File: src/rtl/pcint_pkg.sv
// Shared constants for the pin-change interrupt groups.
// Addresses, group bit positions and per-group pin counts.
package pcint_pkg;

  localparam logic [5:0] PCIFR_IO_ADR  = 6'h1B;
  localparam logic [7:0] PCICR_RAM_ADR = 8'h68;
  localparam logic [7:0] PCMSK0_RAM_ADR = 8'h6B;
  localparam logic [7:0] PCMSK_RAM_ADR = 8'h6C;
  localparam logic [7:0] PCMSK2_RAM_ADR = 8'h6D;
  localparam logic [7:0] PCMSK3_RAM_ADR = 8'h73;

  localparam int PCIE0_BIT = 0;
  localparam int PCIE1_BIT = 1;
  localparam int PCIE2_BIT = 2;
  localparam int PCIE3_BIT = 3;

  localparam int N_PINS_G0 = 8;
  localparam int N_PINS_G1 = 7;
  localparam int N_PINS_G2 = 8;
  localparam int N_PINS_G3 = 4;

  function automatic logic [7:0] bit_at(
    input logic v,
    input int   pos
  );
    logic [7:0] r;
    r = '0;
    r[pos[2:0]] = v;
    return r;
  endfunction

endpackage

File: src/rtl/pcint_ctrl_c_if.sv
// Core-side I/O and extended-I/O register bus.
// master = core, slave = peripheral.
interface pcint_ctrl_c_if;

  logic [5:0] IO_Addr;
  logic       iore;
  logic       iowe;
  logic [7:0] dbus_in;
  logic [7:0] dbus_out;
  logic       out_en;
  logic [7:0] ramadr;
  logic       ramre;
  logic       ramwe;
  logic [7:0] ram_dbus_out;
  logic       ram_out_en;

  modport master (
    output IO_Addr, iore, iowe, dbus_in,
    output ramadr, ramre, ramwe,
    input  dbus_out, out_en,
    input  ram_dbus_out, ram_out_en
  );

  modport slave (
    input  IO_Addr, iore, iowe, dbus_in,
    input  ramadr, ramre, ramwe,
    output dbus_out, out_en,
    output ram_dbus_out, ram_out_en
  );

endinterface

File: src/rtl/pcint_sync.sv
// N-bit multi-stage input synchronizer.
// Async active-high reset clears every stage.
module pcint_sync #(
  parameter int N      = 7,
  parameter int STAGES = 2
) (
  input  logic         clk,
  input  logic         rst,
  input  logic [N-1:0] d_i,
  output logic [N-1:0] q_o
);

  logic [STAGES-1:0][N-1:0] stg_q;
  logic [STAGES-1:0][N-1:0] stg_d;

  always_comb begin
    stg_d    = stg_q;
    stg_d[0] = d_i;
    for (int i = 1; i < STAGES; i++)
      stg_d[i] = stg_q[i-1];
  end

  always_ff @(posedge clk or posedge rst) begin
    if (rst) stg_q <= '0;
    else     stg_q <= stg_d;
  end

  assign q_o = stg_q[STAGES-1];

endmodule

File: src/rtl/pcint_ctrl_c.sv
// Pin-change interrupt controller, Port C group.
// Owns PCMSK1, PCIE1 and PCIF1; raises irq to the core.
module pcint_ctrl_c #(
  parameter int         N_PINS        = pcint_pkg::N_PINS_G1,
  parameter int         SYNC_STAGES   = 2,
  parameter logic [5:0] PCIFR_IO_ADR  = pcint_pkg::PCIFR_IO_ADR,
  parameter logic [7:0] PCICR_RAM_ADR = pcint_pkg::PCICR_RAM_ADR,
  parameter logic [7:0] PCMSK_RAM_ADR = pcint_pkg::PCMSK_RAM_ADR,
  parameter int         PCIE_BIT      = pcint_pkg::PCIE1_BIT
) (
  input  logic              cp2,
  input  logic              ireset,
  pcint_ctrl_c_if.slave     bus,
  input  logic [N_PINS-1:0] DIC_i,
  output logic [N_PINS-1:0] PCINT_o,
  output logic              PCIE_o,
  output logic              irq,
  input  logic              irq_ack
);

  import pcint_pkg::*;

  logic [N_PINS-1:0] s;
  logic [N_PINS-1:0] prev_q, prev_d;
  logic [N_PINS-1:0] pcmsk_q, pcmsk_d;
  logic [N_PINS-1:0] chg;
  logic              pcie_q, pcie_d;
  logic              pcif_q, pcif_d;
  logic              sel_io, sel_cr, sel_msk;
  logic              w1c;
  logic              io_en, ram_en;
  logic [7:0]        io_dat, ram_dat;
  logic              unused_dbus;

  pcint_sync #(
    .N      (N_PINS),
    .STAGES (SYNC_STAGES)
  ) u_sync (
    .clk (cp2),
    .rst (ireset),
    .d_i (DIC_i),
    .q_o (s)
  );

  assign sel_io  = (bus.IO_Addr == PCIFR_IO_ADR);
  assign sel_cr  = (bus.ramadr == PCICR_RAM_ADR);
  assign sel_msk = (bus.ramadr == PCMSK_RAM_ADR);
  assign unused_dbus = ^bus.dbus_in;

  always_comb begin
    pcmsk_d = pcmsk_q;
    pcie_d  = pcie_q;
    prev_d  = s;
    chg     = (s ^ prev_q) & pcmsk_q;
    w1c     = bus.iowe && sel_io && bus.dbus_in[PCIE_BIT];
    if (bus.ramwe && sel_msk)
      pcmsk_d = bus.dbus_in[N_PINS-1:0];
    if (bus.ramwe && sel_cr)
      pcie_d = bus.dbus_in[PCIE_BIT];
    // a new edge wins over any clear in the same cycle
    pcif_d = pcif_q;
    if (|chg)
      pcif_d = 1'b1;
    else if (w1c || irq_ack)
      pcif_d = 1'b0;
  end

  always_ff @(posedge cp2 or posedge ireset) begin
    if (ireset) begin
      prev_q  <= '0;
      pcmsk_q <= '0;
      pcie_q  <= 1'b0;
      pcif_q  <= 1'b0;
    end else begin
      prev_q  <= prev_d;
      pcmsk_q <= pcmsk_d;
      pcie_q  <= pcie_d;
      pcif_q  <= pcif_d;
    end
  end

  always_comb begin
    io_en   = bus.iore && sel_io;
    ram_en  = bus.ramre && (sel_cr || sel_msk);
    io_dat  = '0;
    ram_dat = '0;
    if (io_en)
      io_dat = bit_at(pcif_q, PCIE_BIT);
    if (bus.ramre && sel_msk)
      ram_dat = 8'(pcmsk_q);
    else if (bus.ramre && sel_cr)
      ram_dat = bit_at(pcie_q, PCIE_BIT);
  end

  assign bus.out_en       = io_en;
  assign bus.dbus_out     = io_dat;
  assign bus.ram_out_en   = ram_en;
  assign bus.ram_dbus_out = ram_dat;

  assign PCINT_o = pcmsk_q;
  assign PCIE_o  = pcie_q;
  assign irq     = pcif_q & pcie_q;

endmodule

File: src/flat_wrapper.sv
// flat-port wrapper written by rule: the top's interface ports become plain ports
module pcint_ctrl_c_flat import pcint_pkg::*;
#(
  parameter int         N_PINS        = pcint_pkg::N_PINS_G1,
  parameter int         SYNC_STAGES   = 2,
  parameter logic [5:0] PCIFR_IO_ADR  = pcint_pkg::PCIFR_IO_ADR,
  parameter logic [7:0] PCICR_RAM_ADR = pcint_pkg::PCICR_RAM_ADR,
  parameter logic [7:0] PCMSK_RAM_ADR = pcint_pkg::PCMSK_RAM_ADR,
  parameter int         PCIE_BIT      = pcint_pkg::PCIE1_BIT
)
  (cp2, ireset, DIC_i, PCINT_o, PCIE_o, irq, irq_ack, bus_IO_Addr, bus_iore, bus_iowe, bus_dbus_in, bus_ramadr, bus_ramre, bus_ramwe, bus_dbus_out, bus_out_en, bus_ram_dbus_out, bus_ram_out_en);
  pcint_ctrl_c_if bus_i ();
  input  logic cp2;
  input  logic ireset;
  input  logic [N_PINS-1:0] DIC_i;
  output logic [N_PINS-1:0] PCINT_o;
  output logic PCIE_o;
  output logic irq;
  input  logic irq_ack;
  input wire logic [$bits(bus_i.IO_Addr)-1:0] bus_IO_Addr;
  input wire logic [$bits(bus_i.iore)-1:0] bus_iore;
  input wire logic [$bits(bus_i.iowe)-1:0] bus_iowe;
  input wire logic [$bits(bus_i.dbus_in)-1:0] bus_dbus_in;
  input wire logic [$bits(bus_i.ramadr)-1:0] bus_ramadr;
  input wire logic [$bits(bus_i.ramre)-1:0] bus_ramre;
  input wire logic [$bits(bus_i.ramwe)-1:0] bus_ramwe;
  output wire logic [$bits(bus_i.dbus_out)-1:0] bus_dbus_out;
  output wire logic [$bits(bus_i.out_en)-1:0] bus_out_en;
  output wire logic [$bits(bus_i.ram_dbus_out)-1:0] bus_ram_dbus_out;
  output wire logic [$bits(bus_i.ram_out_en)-1:0] bus_ram_out_en;
  assign bus_i.IO_Addr = bus_IO_Addr;
  assign bus_i.iore = bus_iore;
  assign bus_i.iowe = bus_iowe;
  assign bus_i.dbus_in = bus_dbus_in;
  assign bus_i.ramadr = bus_ramadr;
  assign bus_i.ramre = bus_ramre;
  assign bus_i.ramwe = bus_ramwe;
  assign bus_dbus_out = bus_i.dbus_out;
  assign bus_out_en = bus_i.out_en;
  assign bus_ram_dbus_out = bus_i.ram_dbus_out;
  assign bus_ram_out_en = bus_i.ram_out_en;
  pcint_ctrl_c #(.N_PINS(N_PINS), .SYNC_STAGES(SYNC_STAGES), .PCIFR_IO_ADR(PCIFR_IO_ADR), .PCICR_RAM_ADR(PCICR_RAM_ADR), .PCMSK_RAM_ADR(PCMSK_RAM_ADR), .PCIE_BIT(PCIE_BIT)) u_core (.cp2(cp2), .ireset(ireset), .bus(bus_i), .DIC_i(DIC_i), .PCINT_o(PCINT_o), .PCIE_o(PCIE_o), .irq(irq), .irq_ack(irq_ack));
endmodule
File: config.mk
export PLATFORM = sky130hd
export DESIGN_NAME = pcint_ctrl_c_flat
export DESIGN_NICKNAME = d
export VERILOG_FILES = /design/src/rtl/pcint_pkg.sv /design/src/rtl/pcint_ctrl_c_if.sv /design/src/rtl/pcint_sync.sv /design/src/rtl/pcint_ctrl_c.sv /design/src/flat_wrapper.sv
export SDC_FILE = /design/constraint.sdc
export NUM_CORES = 1
export LEC_CHECK = 0
export ABC_AREA = 1
export CAP_MARGIN = 20
export CORE_MARGIN = 2
export CORE_UTILIZATION = 36
export DETAILED_ROUTE_END_ITERATION = 8
export PLACE_DENSITY = 0.75
export REMOVE_ABC_BUFFERS = 1
export SLEW_MARGIN = 25
export SYNTH_ARGS = -nofsm -noshare
export SYNTH_HDL_FRONTEND = slang
export SYNTH_SLANG_ARGS = --single-unit
File: constraint.sdc
create_clock -name cp2 -period 0.9 [get_ports cp2]
set_input_delay 0.09 -clock cp2 [delete_from_list [all_inputs] [get_ports cp2]]
set_output_delay 0.09 -clock cp2 [all_outputs]
set_load 0.05 [all_outputs]
==> reports/qor.csv, run 1 <==
stage;metric;value;unit
power_and_ir_drop;P_sw;0.0008820;W
power_and_ir_drop;Flop pwr share;0.456;
run_status;outcome;complete, but fails checks;
power_and_ir_drop;PwrDens;1266;mW/mm²
synth;combinational family with the most area after synthesis;simple AND/OR/NAND/NOR gates;
floorplan;num rows;22;
route;number of nets with antenna violations after routing;0;
global_route;vias in the first global route;1334;
setup_path;Critical Path Max Stage Delay;0.37;ns
power_and_ir_drop;combinational share of power;0.209;
power_and_ir_drop;static leakage;1.251;nW
finish;Syn-to-layout area delta;91.60;%
placed_design;GP Congestion;0.6932;
route;DRC violation total after the first TritonRoute iteration;33;
setup_path;Startpoint Class;flop;
setup_path;reg2reg start;u_core.PCINT_o[0];
setup_path;Critical Path AT;1.07;ns
placed_design;Place WS;-0.6619;ns
clocking;Clk Latency, worst-skew pair;0.28;ns
setup_path;Max FO, Critical Path;2;
global_route;GRT Overall Usage;0.1777;
global_route;largest net degree at the start of global routing;31;
finish;commonest non-fill, non-tap cell in the layout;nand2_1;
clocking;clock sinks;30;
finish;Antenna Cells;0;
timing;Final period util;1.292;
floorplan;core box area;0.003633;mm²
floorplan;Ports;63;
timing;unrepaired setup endpoints after global routing;yes;
floorplan;die width;65.04;µm
setup_path;CP startpoint;u_core.PCIE_o;
floorplan;die height;65.04;µm
setup_path;r2r setup slk;-0.06;ns
floorplan;die area;0.004230;mm²
synth;Seq/Total Area, Yosys;0.5597;
synth;post-synthesis cell area;0.001341;mm²
finish;Layout fillers;260;
finish;layout cells sized above 1;0.4297;
timing;Clock Skew;0.006459;ns
synth;Post-Synth Simple-Gate Area;0.2873;
run;Max Cap Viol;0;
clocking;clk slew on worst S/H paths;0.06;ns
route;Vias;1310;
synth;synth unique cells;15;
route;DRC Markers;0;
synth;post-synthesis xor/xnor area fraction;0;
synth;post-synthesis mux area share;0;
clocking;Clock Tree Buf Depth;2;
finish;Design Area, Final;0.002570;mm²
placed_design;DP HPWL;2.387;mm
timing;Final Hold Fails;0;
global_route;total congestion overflow;0;
timing;final worst-path setup slack;-0.2628;ns
placed_design;PortBufs;53;
clocking;TritonCTS clock tree;yes;
route;Via density;4.411;
setup_path;CP Class;reg2out;
setup_path;CP endpoint kind;output pin;
route;WL/cell;12.07;µm
synth;syn_area_per_cell;8.179;µm²
synth;synthesized instance count;164;
clocking;Post-CTS Hold Buffers;0;
synth;post-synthesis register bit count;30;
route;final wirelength;3.585;mm
power_and_ir_drop;internal power;0.002372;W
timing;Slew Limit Fails;0;
clocking;CTS buffer count;5;
synth;Synth area leaders;dfrtp_1, nand2_1, inv_1, nand3_1, nor2_1;
placed_design;post-placement cell count;277;
timing;final setup violating endpoints;21;
setup_path;CP max stage cell;dfrtp_1;
finish;area of the multi-input gates;568.0;µm²
synth;post-synthesis compound-gate area fraction;0.007463;
synth;YS warnings;0;
setup_path;Crit path max-delay family;flip-flops;
clocking;CTS root buf;clkbuf_8;
run_status;failing checks;setup timing;
floorplan;initial core utilization;0.3691;
route;drt pass-1 iters;4;
setup_path;worst-path cell chain;inv_1 > nor2_1 > nand2_1 > nand2_2 > buf_12;
timing;fin crit period;1.163;ns
synth;Yosys top cell area share;0.5597;
synth;Post-Synth Adder-Cell Area;0;
power_and_ir_drop;clock network fraction of total power;0.335;
global_route;global-route wire length before repair;5.630;mm
setup_path;CP Data Required Time;0.81;ns
timing;fmax;0.8600;GHz
clocking;CTS HTree Levels;2;
global_route;antenna violations before repair;0;
power_and_ir_drop;Max VDD drop;0.001051;V
min_path;Hold Crit Class;in2async;
finish;Reg area;753.2;µm²
finish;most frequent cells in the layout;nand2_1, dfrtp_1, buf_6;
synth;Synth area leader;dfrtp_1;
power_and_ir_drop;Net Sw Frac;0.2711;
placed_design;Area after DPL;0.002198;mm²
setup_path;CP Buf/Inv Count;2;
finish;# nets final;284;
power_and_ir_drop;Total Power Consumption;0.003254;W
finish;non-filler cells, final;297;
finish;fin util;0.7073;
[registers in the layout (all words and copies together) (netlist names)]
signal and cells:
u_core.u_sync.q_o 7, u_core.PCINT_o 7, u_core.pcif_q 1, u_core.prev_q 7, u_core.PCIE_o 1, u_core.u_sync.stg_d 7
[power by group through the flow]
stage / combinational, W / clock, W / sequential, W
6_report: 0.000680 / 0.00109 / 0.00148
2_1_floorplan: 0.000194 / 0 / 0.00155
3_5_place_dp: 0.000588 / 0 / 0.00150
4_1_cts: 0.000643 / 0.00113 / 0.00148
5_1_grt: 0.000728 / 0.00121 / 0.00149
3_3_place_gp: 0.000578 / 0 / 0.00149
[synth_stat cells, drive strengths merged]
library cell,n
nand2,46
inv,31
o21ai,2
clkbuf,1
buf,9
nor2,21
nor3,2
nand3,18
dfrtp,30
nand4,1
conb,1
nand3b,2
[cell type report]
class                   count  area share
clock buffers               7     0.03359
clock inverters             1    0.001947
well taps                  48     0.02337
repair buffers             80      0.3817
inverters                  31     0.04528
flip-flops and latches     30      0.2931
multi-input cells         100      0.2210
[cells by family (layout without fill, tap and decap cells)]
family	Yosys count	count (layout)
buf+inv	41	119
simple gates	90	90
other cells	1	8
compound gates	2	2
flops	30	30
[worst min-delay path, stage by stage]
cell and delay, ns:
clkdlybuf4s50_1 0.39, inv_1 0.09, buf_12 0.20
[through the flow]
step                hold slack (ns)  TNS, ns
floorplan                    0.1214   -6.505
global placement             0.3313   -9.743
detailed placement           0.3358   -10.37
CTS                          0.1373   -3.892
global route                 0.1726   -4.510
finish                       0.1380   -3.547
[final timing paths]
| check | cells after the start | end |
|---|---|---|
| worst max register to register | 5 | u_core.pcif_q |
| max in group asynchronous | 3 | u_core.PCINT_o[6] |
| worst max-delay path | 5 | bus_ram_dbus_out[1] |
| worst min-delay path | 3 | u_core.PCINT_o[2] |
| worst min register to register | 0 | u_core.u_sync.q_o[1] |
| min in group cp2 | 5 | u_core.pcif_q |
[layer usage]
metal  up-vias  part of all wire  track usage
met5         -                 0            0
met3         8             0.094      0.06597
li1        642                 -            -
met4         0             0.016      0.07292
met1       605              0.37       0.1837
met2        55              0.52       0.3222
[timing repair]
action                                  in CTS  in global routing
setup buffers                               14                  8
endpoints found under the setup margin      28                 28
pin swaps                                   24                 16
resized for setup                           91                 44
Note: power is estimated with default switching activity, not from simulation.
==> run 2, diff against run 1 <==
--- a/config.mk
+++ b/config.mk
@@ -10,6 +10,8 @@
 export CORE_MARGIN = 2
 export CORE_UTILIZATION = 36
 export DETAILED_ROUTE_END_ITERATION = 8
+export GPL_TIMING_DRIVEN = 0
+export MAX_ROUTING_LAYER = met4
 export PLACE_DENSITY = 0.75
 export REMOVE_ABC_BUFFERS = 1
 export SLEW_MARGIN = 25
==> reports/qor.csv, run 2 (same netlist as run 1, synthesis figures left out) <==
stage;metric;value;unit
global_route;antenna violations before repair;0;
setup_path;Critical Path AT;1.08;ns
route;DRC violation total after the first TritonRoute iteration;36;
power_and_ir_drop;Max VDD drop;0.001061;V
floorplan;die height;65.04;µm
global_route;largest net degree at the start of global routing;31;
finish;# nets final;282;
placed_design;PortBufs;53;
setup_path;CP Class;reg2out;
timing;Max-slew headroom;0.6027;
finish;layout cells sized above 1;0.4332;
run_status;failing checks;setup timing;
clocking;Clk Latency, worst-skew pair;0.28;ns
timing;Final Hold Fails;0;
global_route;global-route wire length before repair;5.499;mm
route;Vias;1250;
power_and_ir_drop;internal power;0.002326;W
placed_design;GP Congestion;0.7016;
timing;setup TNS;-3.797;ns
clocking;clk slew on worst S/H paths;0.06;ns
setup_path;Startpoint Class;flop;
timing;Final period util;1.303;
setup_path;Critical Path Max Stage Delay;0.39;ns
floorplan;die area;0.004230;mm²
route;WL/cell;11.44;µm
setup_path;CP endpoint kind;output pin;
setup_path;worst-path cell chain;inv_1 > nor2_1 > nand2_1 > nand2_1 > buf_6;
timing;fin crit period;1.173;ns
min_path;Hold Crit Class;in2reg;
setup_path;R2R cell count;5;
timing;final worst-path setup slack;-0.2726;ns
run;Max Cap Viol;0;
power_and_ir_drop;Total Power Consumption;0.003181;W
power_and_ir_drop;PwrDens;1326;mW/mm²
setup_path;CP Data Required Time;0.81;ns
timing;Slew Limit Fails;0;
power_and_ir_drop;Net Sw Frac;0.2687;
power_and_ir_drop;static leakage;1.185;nW
setup_path;CP most frequent cell;nand2_1;
finish;Syn-to-layout area delta;78.82;%
route;DRC Markers;0;
timing;Worst Hold Margin;0.1678;ns
finish;most frequent cells in the layout;nand2_1, buf_6, dfrtp_1;
setup_path;CP Buf/Inv Count;2;
timing;unrepaired setup endpoints after global routing;yes;
timing;fmax;0.8528;GHz
clocking;Post-CTS Hold Buffers;0;
clocking;TritonCTS clock tree;yes;
floorplan;Ports;63;
route;Via density;4.237;
global_route;vias in the first global route;1306;
power_and_ir_drop;P_sw;0.0008547;W
setup_path;Crit path max-delay family;flip-flops;
power_and_ir_drop;combinational share of power;0.194;
placed_design;Area after DPL;0.001883;mm²
global_route;total congestion overflow;0;
finish;Layout fillers;294;
timing;final setup violating endpoints;26;
route;final wirelength;3.376;mm
power_and_ir_drop;Flop pwr share;0.468;
timing;Clock Skew;0.003973;ns
min_path;Hold Path Depth;5;
floorplan;num rows;22;
run_status;outcome;complete, but fails checks;
placed_design;Place WS;-1.546;ns
finish;Design Area, Final;0.002399;mm²
setup_path;cell depth of the worst setup path;5;
timing;actual slew at the worst max-slew pin;0.5951;ns
route;drt pass-1 iters;4;
finish;commonest non-fill, non-tap cell in the layout;nand2_1;
clocking;clock sinks;30;
clocking;CTS buffer count;5;
global_route;GRT Overall Usage;0.1791;
setup_path;Max FO, Critical Path;3;
finish;Antenna Cells;0;
clocking;CTS root buf;clkbuf_8;
floorplan;die width;65.04;µm
route;number of nets with antenna violations after routing;0;
floorplan;initial core utilization;0.3691;
setup_path;CP max stage cell;dfrtp_1;
clocking;Clock Tree Buf Depth;2;
power_and_ir_drop;clock network fraction of total power;0.339;
placed_design;DP HPWL;2.123;mm
floorplan;core box area;0.003633;mm²
clocking;CTS HTree Levels;2;
## run 2: cell count changes in the layout (fill, tap and decap cells not counted), moves of 3 or more
cell / previous run / this run
buf_8: 0 / 9
buf_12: 20 / 0
nand2_1: 38 / 33
buf_6: 25 / 29
inv_1: 19 / 23
inv_2: 12 / 8
nand2_2: 6 / 10
nor2_4: 11 / 8
## run 2: path summary, 6_finish.rpt
kind	to	slack, ns	from
max	bus_ram_dbus_out[1]	-0.27	u_core.PCIE_o
min	u_core.pcif_q	0.17	bus_IO_Addr[5]
max reg2reg	u_core.pcif_q	-0.08	u_core.PCINT_o[4]
min reg2reg	u_core.u_sync.q_o[6]	0.35	u_core.u_sync.stg_d[13]
max in group asynchronous	u_core.PCINT_o[1]	0.27	ireset
min in group asynchronous	u_core.prev_q[0]	0.20	ireset
## run 2: tightest hold or removal path: cells and delay by family
kind | cells | cell delay (ns)
and+or+nand+nor | 4 | 0.24
buffers and inverters | 1 | 0.09
## run 2: timing repair
item,4_1_cts,5_1_grt
pin swaps,22,16
resized for setup,242,34
endpoints found under the setup margin,28,28
buffers inserted,32,3
## run 2: power groups by stage
stage / Combinational [W] / Clock (W) / Sequential, W
floorplan: 0.000194 / 0 / 0.00155
CTS: 0.000600 / 0.00111 / 0.00148
global route: 0.000668 / 0.00117 / 0.00150
detailed placement: 0.000484 / 0 / 0.00150
global placement: 0.000475 / 0 / 0.00150
finish: 0.000616 / 0.00108 / 0.00149
## run 2: per-stage QoR
stage,cells,util
after detailed placement,262,0.5183
after CTS,297,0.6470
after global routing,295,0.6601
after global placement,262,0.5183
final,295,0.6601
after floorplan,161,-
## run 2: area by class of cell
cell class                 instances  area, µm²  area share
clock buffer                       7      86.33     0.03599
clock inverter                     1      5.005    0.002087
inverter                          31      116.4     0.04851
multi-input combinational        100      580.6      0.2420
sequential                        30      754.5      0.3146
tap                               48      60.06     0.02504
timing repair buffer              78      795.8      0.3318
## run 2: layer usage
metal / GRT usage / vias to the layer above / wire length, µm
met5: - / - / 0
met4: 0.09896 / 0 / 80
met3: 0.05556 / 7 / 286
met2: 0.3028 / 45 / 1756
met1: 0.1858 / 562 / 1253
li1: - / 636 / -
